**src/rtl/fc_input_loader.sv**
```systemverilog
// Double-buffered activation loader: serial WIDTH-bit beats -> IN-entry parallel vector x for the FC layer.
// Latency: completing beat at cycle t -> x_valid at t+1 when its bank is presented, else the cycle after the prior release.
// Backpressure: in_ready drops only when both banks are full; x/x_valid hold steady until x_ready releases the vector.
//
// Ports:
//   clk, rst_n          clock, asynchronous active-low reset
//   in_data/in_valid/in_last/in_ready   serial activation stream (valid/ready, in_last closes a vector)
//   x[0:IN-1], x_valid, x_ready         presented vector and its release handshake
//   frame_err           one-cycle pulse when a vector's length does not equal IN
module fc_input_loader #(
    parameter int WIDTH = 8,
    parameter int IN    = 128
) (
    input  logic             clk,
    input  logic             rst_n,
    input  logic [WIDTH-1:0] in_data,
    input  logic             in_valid,
    input  logic             in_last,
    output logic             in_ready,
    output logic [WIDTH-1:0] x [IN],
    output logic             x_valid,
    input  logic             x_ready,
    output logic             frame_err
);

    localparam int             CW       = (IN > 1) ? $clog2(IN) : 1;
    localparam logic [CW-1:0]  LAST_IDX = CW'(IN - 1);

    logic [WIDTH-1:0] bank_q [2][IN];
    logic [1:0]       full_q, full_d;
    logic             wsel_q, wsel_d;
    logic             rsel_q, rsel_d;
    logic [CW-1:0]    wcnt_q, wcnt_d;
    logic             frame_err_q, frame_err_d;

    logic accept;
    logic at_end;
    logic complete;
    logic release_vec;

    // Everything visible to the neighbours comes straight from registers.
    assign in_ready    = ~full_q[wsel_q];
    assign x_valid     = full_q[rsel_q];
    assign frame_err   = frame_err_q;

    assign accept      = in_valid & in_ready;
    assign at_end      = (wcnt_q == LAST_IDX);
    assign complete    = accept & (in_last | at_end);
    assign release_vec = full_q[rsel_q] & x_ready;

    always_comb begin
        for (int i = 0; i < IN; i++) begin
            x[i] = bank_q[rsel_q][i];
        end
    end

    // A completing bank is always empty and a released bank always full,
    // so the two updates below never target the same flag.
    always_comb begin
        full_d      = full_q;
        wsel_d      = wsel_q;
        rsel_d      = rsel_q;
        wcnt_d      = wcnt_q;
        frame_err_d = 1'b0;
        if (accept) begin
            wcnt_d      = complete ? '0 : wcnt_q + CW'(1);
            // Error when the frame ends early or runs to IN without in_last.
            frame_err_d = in_last ^ at_end;
        end
        if (complete) begin
            full_d[wsel_q] = 1'b1;
            wsel_d         = ~wsel_q;
        end
        if (release_vec) begin
            full_d[rsel_q] = 1'b0;
            rsel_d         = ~rsel_q;
        end
    end

    always_ff @(posedge clk or negedge rst_n) begin
        if (!rst_n) begin
            full_q      <= '0;
            wsel_q      <= 1'b0;
            rsel_q      <= 1'b0;
            wcnt_q      <= '0;
            frame_err_q <= 1'b0;
        end else begin
            full_q      <= full_d;
            wsel_q      <= wsel_d;
            rsel_q      <= rsel_d;
            wcnt_q      <= wcnt_d;
            frame_err_q <= frame_err_d;
        end
    end

    // Bank write: the addressed entry takes the beat; on an early in_last the
    // remaining tail of the same bank is zeroed in that cycle so stale data
    // from an older vector never reaches the layer.
    always_ff @(posedge clk or negedge rst_n) begin
        if (!rst_n) begin
            for (int b = 0; b < 2; b++) begin
                for (int i = 0; i < IN; i++) begin
                    bank_q[b][i] <= '0;
                end
            end
        end else if (accept) begin
            for (int b = 0; b < 2; b++) begin
                if (wsel_q == 1'(b)) begin
                    for (int i = 0; i < IN; i++) begin
                        if (CW'(i) == wcnt_q) begin
                            bank_q[b][i] <= in_data;
                        end else if (in_last && (CW'(i) > wcnt_q)) begin
                            bank_q[b][i] <= '0;
                        end
                    end
                end
            end
        end
    end

endmodule

```
**config.mk**
```make
export PLATFORM = sky130hd
export DESIGN_NAME = fc_input_loader
export DESIGN_NICKNAME = d
export VERILOG_FILES = /design/src/rtl/fc_input_loader.sv
export SDC_FILE = /design/constraint.sdc
export NUM_CORES = 2
export LEC_CHECK = 0
export BUFFER_PORTS_ARGS = -buffer_cell sky130_fd_sc_hd__buf_2
export CAP_MARGIN = 15
export CELL_PAD_IN_SITES_DETAIL_PLACEMENT = 1
export CELL_PAD_IN_SITES_GLOBAL_PLACEMENT = 1
export CORE_ASPECT_RATIO = 1.2
export CORE_MARGIN = 4
export CORE_UTILIZATION = 43
export CTS_BUF_LIST = sky130_fd_sc_hd__clkbuf_4 sky130_fd_sc_hd__clkbuf_8
export DETAILED_ROUTE_END_ITERATION = 8
export PLACE_DENSITY = 0.79
export REMOVE_ABC_BUFFERS = 1
export SLEW_MARGIN = 15
export SYNTH_ARGS = -nofsm -noshare
export SYNTH_HDL_FRONTEND = slang
export SYNTH_SLANG_ARGS = --single-unit
```
**constraint.sdc**
```tcl
create_clock -name clk -period 2.5 [get_ports clk]
set_clock_uncertainty 0.05 [all_clocks]
set_input_delay 0.125 -clock clk [delete_from_list [all_inputs] [get_ports clk]]
set_output_delay 0.125 -clock clk [all_outputs]
set_load 0.05 [all_outputs]
```
==> impl_metrics.yaml <==
routing:
  viasPerCell: 5.99
  wirelength_mm: 435
  drt_iter0_markers: 7454
  via_count: 87100
  wl_per_cell_microns: 29.9
  ant_nets: 0
  drc: 0
  firstDrtPassIters: 5
synthesis:
  synthArstFlopShare_pct: 100
  synth_edf_count: 0
  synth_area_leaders: "dfrtp_1 54%, mux2_2 13%, nand2_1 9.5%, nand3_1 5.6%, o21ai_0 4.8%"
  synth.distinct_cells: 91
  synth_area_per_cell_sq_um: 9.81
  syn-instance-count: 9822
  ys_top_cells_by_count: "2445 x nand2_1, 2060 x dfrtp_1, 1094 x mux2_2"
  yosysSeqAreaShare_pct: 53.5
  synth_ff_type: "dfrtp_1"
  synth_top_area_share_pct: 53.5
  synth_warnings: 0
  yosys.area.top_type: "dfrtp_1"
  yosysMostFrequentCell: "nand2_1"
  synth_seq_cells: 2060
  synth_area_sq_mm: 0.0963
sta:
  post-route-period-util_pct: 125
  slew_violations: 0
  setup_viol: 1824
  slew_headroom_pct: 18.9
  max_slew.worst_pin.slew_ns: 1.21
  rsz0062_at_grt: "yes"
  finalHoldViolCount: 0
  fmax_mhz: 320
  holdWs_ns: 0.0803
  fin_crit_ns: 3.12
  fin_ws_ns: -0.623
clocking:
  clkTransAtPathRegs_ns: 0.07
  cts_tree: "yes"
  cts.sinks: 2060
  htreeDepth: 5
  numCtsBuffers: 348
  clockBufferDepth: 4
  insertion_delay_ns: 1.02
  cts-root-buf: "clkbuf_8"
grt:
  grt_use_total_pct: 34.7
  overflow: 0
  grt_max_degree: 159
  grt_pass1_wl_mm: 606
  grt_pass1_vias: 90900
  antenna_found_initial: 11
cells_and_area:
  final_util_pct: 54.6
  nets: 11300
  fin_area_sq_mm: 0.122
  layout-drive-gt1-share_pct: 33.6
  fin_cells: 14500
  areaGrowthSynthToFinish_pct: 26.5
place:
  routabilityCongestion: 0.893
  dp_slack_ns: -0.332
  dpl_cell_area_sq_mm: 0.110
  dp_hpwl_mm: 281
  dp_cells: 13800
  portBuffers: 1039
status:
  status: "finished with violations"
  violations: "setup timing"
power_and_ir_drop:
  p_sw_share_pct: 35.8
  power.internal_w: 0.0624
  vdd_drop_max_uv: 684
  power_frac_clock_pct: 34.0
  p_per_area_mw_per_mm2: 798
  p_sw_w: 0.0348
  leakagePower_nw: 63.3
  combPwrFrac_pct: 30.0
  seq_power_share_pct: 36.1
die:
  core-area_sq_mm: 0.223
  initial_utilization_pct: 43.2
  chipWidth_microns: 440
  row_count: 190
  die_area_sq_mm: 0.232
  io_pins: 1040
  die_h_microns: 526
setup_path:
  r2r_slack_ns: -0.38
  crit_top_cell: "buf_8"
  start_kind: "register"
  cp_num_buf_inv: 4
  cpMaxStageDelayCell: "dfrtp_4"
  cp_top_family: "buffers and inverters"
  crit_type: "reg -> out"
  setup.worst_path.end_class: "output pin"
  slowest_delay_ns: 0.52
  path_cells: "buf_8 > bufbuf_16 > buf_8 > mux2_2 > buf_2"
  required_ns: 2.33
  critPathArrivalTime_ns: 2.95
  critPathMaxFanout: 14
hold_path:
  hold_path.class: "in -> reg"
job:
  max_cap_violations: 0
repair_timing:
action / CTS / global route
pin swaps: 1 / 17
setup buffers: 16 / 25
hold endpoints to repair: 3937 / 0
setup endpoints to repair: 1753 / 2186
cloned: 13 / 37
resized for setup: 336 / 800
hold buffers: 15 / 0
routing by layer:
metal	GRT usage, %	wire length (microns)	up-vias
li1	-	-	36300
met4	23.8	36100	10
met2	54.8	201000	4319
met5	0	61	-
met1	42.8	162000	45100
met3	6.83	35200	1345
worst min-delay path, delay by kind of cell:
kind,cells,cell delay [ns]
buf+inv,2,0.80
simple gates,2,0.17
worst paths after layout:
| kind | from | end | cells after the start |
|---|---|---|---|
| min reg2reg | bank_q[1073] | bank_q[1073] | 2 |
| min in group asynchronous | rst_n | bank_q[1260] | 4 |
| min | in_data[3] | bank_q[131] | 4 |
| max reg2reg | wcnt_q[3] | bank_q[1095] | 5 |
| max | rsel_q | x[284] | 5 |
| max in group asynchronous | rst_n | bank_q[1049] | 6 |
registers in the layout, indices dropped and copies added (netlist names):
register	flops
frame_err	1
rsel_q	1
bank_q	2048
full_q	2
wcnt_q	7
wsel_q	1
power by group through the flow:
| stage | sequential (W) | clock [W] | combinational [W] |
|---|---|---|---|
| 2_1_floorplan | 0.0353 | 0 | 0.00558 |
| 3_3_place_gp | 0.0356 | 0 | 0.0233 |
| 3_5_place_dp | 0.0357 | 0 | 0.0236 |
| 4_1_cts | 0.0350 | 0.0331 | 0.0256 |
| 5_1_grt | 0.0351 | 0.0348 | 0.0300 |
| 6_report | 0.0351 | 0.0330 | 0.0291 |
final cells by class:
cell class | count | area [sq um]
Inverter | 312 | 1170
Clock buffer | 562 | 6950
Antenna cell | 6 | 15.0
Timing Repair Buffer | 1853 | 16500
Sequential cell | 2060 | 51600
Multi-Input combinational cell | 6731 | 41400
Clock inverter | 43 | 434
Fill cell | 24400 | 101000
Tap cell | 2976 | 3720
cell families (layout without fill, tap and decap cells):
family | after synthesis | count (layout) | share of synthesized area (%)
buf+inv | 1031 | 2770 | 4.55
simple gates | 4090 | 4090 | 19.2
other cells | 0 | 6 | 0
fa+ha+maj | 5 | 5 | 0.0649
compound gates | 1538 | 1538 | 9.80
mux | 1098 | 1098 | 12.8
flops | 2060 | 2060 | 53.5
cell usage in the layout, fill, tap and decap left out, types with 39 or more instances in the layout:
| cell | count |
|---|---|
| buf_6 | 207 |
| o21ai_0 | 837 |
| and2_1 | 116 |
| mux2_4 | 101 |
| clkbuf_4 | 131 |
| o21ai_4 | 39 |
| clkbuf_8 | 437 |
| nor2_2 | 56 |
| o21ai_1 | 198 |
| buf_2 | 706 |
| and3_1 | 118 |
| nor2_1 | 87 |
| dfrtp_1 | 2052 |
| o21ai_2 | 42 |
| mux2_2 | 993 |
| a21o_1 | 115 |
| inv_1 | 310 |
| buf_4 | 652 |
| nand2_1 | 2436 |
| a22o_1 | 144 |
| buf_12 | 173 |
| nand3_1 | 1085 |
through the flow:
stage / TNS [ns] / power, W
after floorplan: - / 0.0409
after global placement: -58.14 / 0.0588
after detailed placement: -68.76 / 0.0593
after CTS: -580.65 / 0.0937
after global routing: -650.83 / 0.0999
final: -505.51 / 0.0972
Power figures use the tool's default switching activity.
